[config.mk]
export PLATFORM = sky130hd
export DESIGN_NAME = ram_file_address_gen
export DESIGN_NICKNAME = d
export VERILOG_FILES = /design/src/rtl/pic_addr_pkg.sv /design/src/rtl/fsr_reg.sv /design/src/rtl/ram_file_address_gen.sv
export SDC_FILE = /design/constraint.sdc
export NUM_CORES = 1
export LEC_CHECK = 0
export CORE_ASPECT_RATIO = 1.25
export CORE_MARGIN = 2
export CORE_UTILIZATION = 36
export CTS_CLUSTER_SIZE = 20
export DETAILED_ROUTE_END_ITERATION = 10
export PLACE_DENSITY = 0.85
export SLEW_MARGIN = 20
export SYNTH_ARGS = -nofsm -noshare
export SYNTH_HDL_FRONTEND = slang
export SYNTH_SLANG_ARGS = --single-unit
[constraint.sdc]
create_clock -name clk -period 1.9 [get_ports clk]
set_input_delay 0.38 -clock clk [delete_from_list [all_inputs] [get_ports clk]]
set_output_delay 0.38 -clock clk [all_outputs]
set_load 0.005 [all_outputs]
[src/rtl/pic_addr_pkg.sv]
// Shared alias-mode encoding for the PIC16F file-register address generator.
package pic_addr_pkg;

    typedef logic [1:0] alias_mode_t;

    localparam alias_mode_t ALIAS_INDF    = 2'd0;
    localparam alias_mode_t ALIAS_POSTINC = 2'd1;
    localparam alias_mode_t ALIAS_POSTDEC = 2'd2;
    localparam alias_mode_t ALIAS_PREINC  = 2'd3;

    // Increment and decrement work modulo 2^FSR_W, so no carry is needed.
    function automatic logic is_inc_mode(input alias_mode_t mode);
        return (mode == ALIAS_POSTINC) || (mode == ALIAS_PREINC);
    endfunction

endpackage

[src/rtl/fsr_reg.sv]
// One FSR pointer: an explicit write takes priority over increment/decrement.
module fsr_reg
    import pic_addr_pkg::*;
#(
    parameter int FSR_W = 8
) (
    input  logic             clk,
    input  logic             rst,
    input  logic             we,
    input  logic [FSR_W-1:0] wdata,
    input  logic             inc,
    input  logic             dec,
    output logic [FSR_W-1:0] q
);

    logic [FSR_W-1:0] fsr_reg_q;
    logic [FSR_W-1:0] fsr_next;

    always_comb begin
        fsr_next = fsr_reg_q;
        if (we) begin
            fsr_next = wdata;
        end else if (inc) begin
            fsr_next = fsr_reg_q + 1'b1;
        end else if (dec) begin
            fsr_next = fsr_reg_q - 1'b1;
        end
    end

    always_ff @(posedge clk or posedge rst) begin
        if (rst) begin
            fsr_reg_q <= '0;
        end else begin
            fsr_reg_q <= fsr_next;
        end
    end

    assign q = fsr_reg_q;

endmodule

[src/rtl/ram_file_address_gen.sv]
// RAM file address generator: direct {rp, opcode} or indirect {irp, FSRn} via alias window.
// Optional feature macro FSR_AUTOMOD_EN enables post-inc/post-dec/pre-inc alias modes.
module ram_file_address_gen
    import pic_addr_pkg::*;
#(
    parameter int               NUM_FSR    = 2,
    parameter int               FSR_W      = 8,
    parameter int               OPC_W      = 7,
    parameter logic [OPC_W-1:0] ALIAS_BASE = '0,
    localparam int              SEL_W      = (NUM_FSR > 1) ? $clog2(NUM_FSR) : 1
) (
    input  logic                     clk,
    input  logic                     rst,
    input  logic [1:0]               status_rp,
    input  logic                     status_irp,
    input  logic [OPC_W-1:0]         opcode_address,
    input  logic                     access_commit,
    input  logic                     fsr_we,
    input  logic [SEL_W-1:0]         fsr_wsel,
    input  logic [FSR_W-1:0]         fsr_wdata,
    output logic [FSR_W:0]           ram_file_address,
    output logic                     indirect,
    output logic                     null_access,
    output logic [NUM_FSR*FSR_W-1:0] fsr_q
);

    localparam int ADDR_W = FSR_W + 1;
    localparam int DIR_W  = OPC_W + 2;
    localparam logic [OPC_W:0] OPC_WIN = (OPC_W + 1)'(4 * NUM_FSR);
    localparam logic [FSR_W:0] PTR_WIN = (FSR_W + 1)'(4 * NUM_FSR);
    localparam logic [FSR_W:0] PTR_BASE = (FSR_W + 1)'(ALIAS_BASE);

    logic [FSR_W-1:0]  fsr_arr [NUM_FSR];
    logic [OPC_W:0]    opc_off;
    logic              alias_hit;
    logic [SEL_W-1:0]  alias_sel;
    alias_mode_t       alias_mode;
    logic [FSR_W-1:0]  ptr_base;
    logic [FSR_W-1:0]  ptr_eff;
    logic [FSR_W:0]    ptr_off;
    logic              ptr_in_window;
    logic [DIR_W-1:0]  direct_addr;
    logic [ADDR_W-1:0] direct_ext;
    logic              update_en;

    // Alias decode ignores rp: the window is mirrored in every bank.
    assign opc_off   = {1'b0, opcode_address} - {1'b0, ALIAS_BASE};
    assign alias_hit = !opc_off[OPC_W] && (opc_off < OPC_WIN);
    assign alias_sel = opc_off[2 +: SEL_W];

`ifdef FSR_AUTOMOD_EN
    assign alias_mode = alias_mode_t'(opc_off[1:0]);
`else
    assign alias_mode = ALIAS_INDF;
`endif

    always_comb begin
        ptr_base = '0;
        for (int i = 0; i < NUM_FSR; i++) begin
            if (alias_sel == SEL_W'(i)) begin
                ptr_base = fsr_arr[i];
            end
        end
    end

    assign ptr_eff = (alias_mode == ALIAS_PREINC) ? ptr_base + 1'b1 : ptr_base;

    // Full-width compare covers both "low bits in window" and "upper bits zero".
    assign ptr_off       = {1'b0, ptr_eff} - PTR_BASE;
    assign ptr_in_window = !ptr_off[FSR_W] && (ptr_off < PTR_WIN);

    assign direct_addr = {status_rp, opcode_address};

    generate
        if (DIR_W >= ADDR_W) begin : g_dir_trunc
            assign direct_ext = direct_addr[ADDR_W-1:0];
        end else begin : g_dir_ext
            assign direct_ext = {{(ADDR_W - DIR_W){1'b0}}, direct_addr};
        end
    endgenerate

    assign indirect         = alias_hit;
    assign null_access      = alias_hit && ptr_in_window;
    assign ram_file_address = alias_hit ? {status_irp, ptr_eff} : direct_ext;

    assign update_en = access_commit && alias_hit && !null_access;

    generate
        for (genvar gi = 0; gi < NUM_FSR; gi++) begin : g_fsr
            logic sel_hit;
            logic we_g;
            logic inc_g;
            logic dec_g;

            assign sel_hit = (alias_sel == SEL_W'(gi));
            assign we_g    = fsr_we && (fsr_wsel == SEL_W'(gi));
            assign inc_g   = update_en && sel_hit && is_inc_mode(alias_mode);
            assign dec_g   = update_en && sel_hit && (alias_mode == ALIAS_POSTDEC);

            fsr_reg #(
                .FSR_W (FSR_W)
            ) u_fsr (
                .clk   (clk),
                .rst   (rst),
                .we    (we_g),
                .wdata (fsr_wdata),
                .inc   (inc_g),
                .dec   (dec_g),
                .q     (fsr_arr[gi])
            );

            assign fsr_q[gi*FSR_W +: FSR_W] = fsr_arr[gi];
        end
    endgenerate

endmodule

==> metrics.yaml <==
critical_path:
  critPathMaxStageDelay_ns: 0.59
  arrival_ns: 1.53
  crit_path_start_kind: "primary input"
  slowest_stage: "or4_4"
  critical_path_class: "in2out"
  cp.required_ns: 1.52
  end_kind: "output port"
  cpMostUsedCell: "buf_6"
  crit_fanout: 5
  path_cells: "buf_6 > or4_4 > buf_6 > o21ai_1 > buf_2"
routing:
  drc: 0
  drt-initial-drc-count: 15
  dr.pass1.iters: 4
  viasPerCell: 4.92
  antenna_left: 0
  post_drt_wl_per_cell_um: 14.9
  vias: 891
  postRouteWirelength_um: 2700
sta:
  fmax_mhz: 525
  setup_viol: 1
  drv_slew: 0
  hold_viol_final: 0
  rsz0062_at_grt: "false"
  clock_skew_ns: 0
  hold_slack_ns: 0.465
  fin_crit_ns: 1.91
  finalCritPeriodShare: 1.00
  worstMarginPinSlew_ns: 0.623
  slew_headroom: 0.584
  setup_ws_ns: -0.00542
power:
  p_int_mw: 0.669
  p_leak_nw: 0.690
  swShare: 0.283
  pwr-share-comb: 0.353
  switchingPower_mw: 0.264
  irDropWorstVdd_mv: 0.469
  clockPowerShare: 0.186
  p_seq_frac: 0.461
  p_total_mw: 0.933
  power_density_mw_per_mm2: 635
synthesis:
  synthAdderAreaFrac: 0
  ys_warn_count: 0
  syn_area_um2: 827
  synthMuxAreaShare: 0.194
  ys_ff_latch: 16
  synth_compound_area_frac: 0.0772
  syn_nets: 110
  syn_inst: 87
  synth_cell_types: 19
  synth_top_family_by_area: "simple AND/OR/NAND/NOR gates"
  seq_area_frac_synth: 0.484
  synth-simple-area-share: 0.207
  synthXorXnorAreaFrac: 0
  synth.avg_cell_area_um2: 9.51
finish:
  diodes: 0
  ff_latch_area_um2: 400
  final_layout_size_suffix_gt1_frac: 0.353
  multi_input_area_um2: 439
  largest_register_ffs: 16
  nets: 175
  utilization: 0.672
  fillCellCount: 176
  area_growth_pct: 77.8
grt:
  antenna_found_initial: 0
  grt_usage: 0.210
  grt_start_max_net_pins: 17
  grt-ovfl-total: 0
  grt_pass1_wl_um: 3980
  grt_pass1_vias: 891
floorplanning:
  die_x_um: 46.9
  start_util: 0.378
  pin_count: 50
  die_height_um: 57.6
  row_count: 19
  core_area_mm2: 0.00219
  dieArea_mm2: 0.00270
status:
  violations: "setup timing"
  status: "complete, but fails checks"
placed_design:
  gp_congestion: 0.850
  io_buffer_count: 48
  dp_hpwl_um: 1780
  post-place-ws_ns: -0.717
clock_network:
  cts_tree: "built"
  cts_sinks: 16
  cts_root_buf: "clkbuf_4"
  h-tree-depth: 1
  path_clk_slew_ns: 0.08
  numCtsBuffers: 3
  clk_path_buf_depth: 2
  clk_latency_ns: 0.28
run:
  maxCapViolations: 0
min_path:
  min_path_type: "in2async"
-- cell usage after synthesis --
cell type,count,area [um^2]
dfrtp_1,16,400
mux2i_1,7,70.1
clkbuf_1,2,7.51
nor4_1,2,12.5
mux2_2,8,90.1
o21bai_1,4,30.0
o21ai_1,1,5.00
a21oi_1,1,5.00
o21ai_0,3,15.0
or4_4,1,11.3
nand2b_1,1,6.26
nand3b_1,1,7.51
buf_2,1,5.00
inv_1,2,7.51
nor2b_1,1,6.26
nor2_1,1,3.75
o21ai_2,1,8.76
nand2_1,33,124
buf_6,1,11.3
-- metrics by stage --
stage / cells / cell area, um^2 / TNS [ns]
detailed placement: 169 / 1380 / -6.87
finish: 181 / 1470 / -0.00542
global route: 181 / 1470 / 0
CTS: 183 / 1480 / -0.112
global placement: 169 / 1380 / -6.49
floorplan: 87 / 827 / 0
-- power by group through the flow --
stage / clock network, mW / registers (mW) / logic (mW)
2_1_floorplan: 0 / 0.434 / 0.0971
3_3_place_gp: 0 / 0.429 / 0.312
3_5_place_dp: 0 / 0.431 / 0.319
4_1_cts: 0.176 / 0.425 / 0.330
5_1_grt: 0.197 / 0.435 / 0.353
6_report: 0.173 / 0.430 / 0.330
-- worst max-delay path, delay by kind of cell --
| kind | cells | cell delay [ns] |
|---|---|---|
| and+or+nand+nor | 1 | 0.59 |
| AOI/OAI and AO/OA | 1 | 0.15 |
| buffers and inverters | 3 | 0.40 |
-- what timing repair did --
| item | in CTS | in global routing |
|---|---|---|
| gates resized for setup | 75 | 5 |
| gates cloned | 1 | 0 |
| hold buffers | 0 | 0 |
| buffers inserted | 10 | 0 |
| pin swaps | 6 | 4 |
| endpoints found under the setup margin | 11 | 10 |
-- routing by layer --
metal  up-vias  track usage  part of all wire
met2        37        0.399              0.56
li1        426            -                 -
met3         4       0.0190             0.048
met4         0       0.0952             0.020
met5         -            0                 0
met1       424        0.213              0.38
-- cell families (layout without fill, tap and decap cells) --
| group | count (synthesis) | after routing |
|---|---|---|
| buffers and inverters | 6 | 68 |
| muxes | 15 | 15 |
| DFF | 16 | 16 |
| AOI/OAI and AO/OA | 10 | 10 |
| and+or+nand+nor | 40 | 41 |
-- path summary, 6_finish.rpt --
check,from,to,slack [ns],cells past startpoint
max in group asynchronous,rst,g_fsr[0].u_fsr.q[6],1.04,2
worst max-delay path,opcode_address[5],ram_file_address[1],-0.005,5
worst min register to register,g_fsr[0].u_fsr.q[1],g_fsr[0].u_fsr.q[1],0.52,2
worst max register to register,g_fsr[1].u_fsr.q[4],g_fsr[1].u_fsr.q[4],0.98,2
worst min-delay path,rst,g_fsr[1].u_fsr.q[0],0.46,2
min in group clk,g_fsr[0].u_fsr.q[1],g_fsr[0].u_fsr.q[1],0.52,2
-- cell type report --
type,instances,share of cell area
Tap cell,31,0.0264
Timing Repair Buffer,63,0.382
Clock buffer,3,0.0153
Inverter,2,0.00511
Sequential cell,16,0.272
Multi-Input combinational cell,66,0.299
-- placed cells by master (no fill, tap or decap), types with 3 or more instances in the layout --
cell,instances
buf_2,10
buf_4,9
buf_6,8
clkbuf_4,3
clkdlybuf4s50_1,32
dfrtp_1,16
mux2_2,8
mux2i_1,5
nand2_1,30
nand2_2,3
o21ai_2,3
o21bai_1,4
Note: power is estimated with default switching activity, not from simulation.
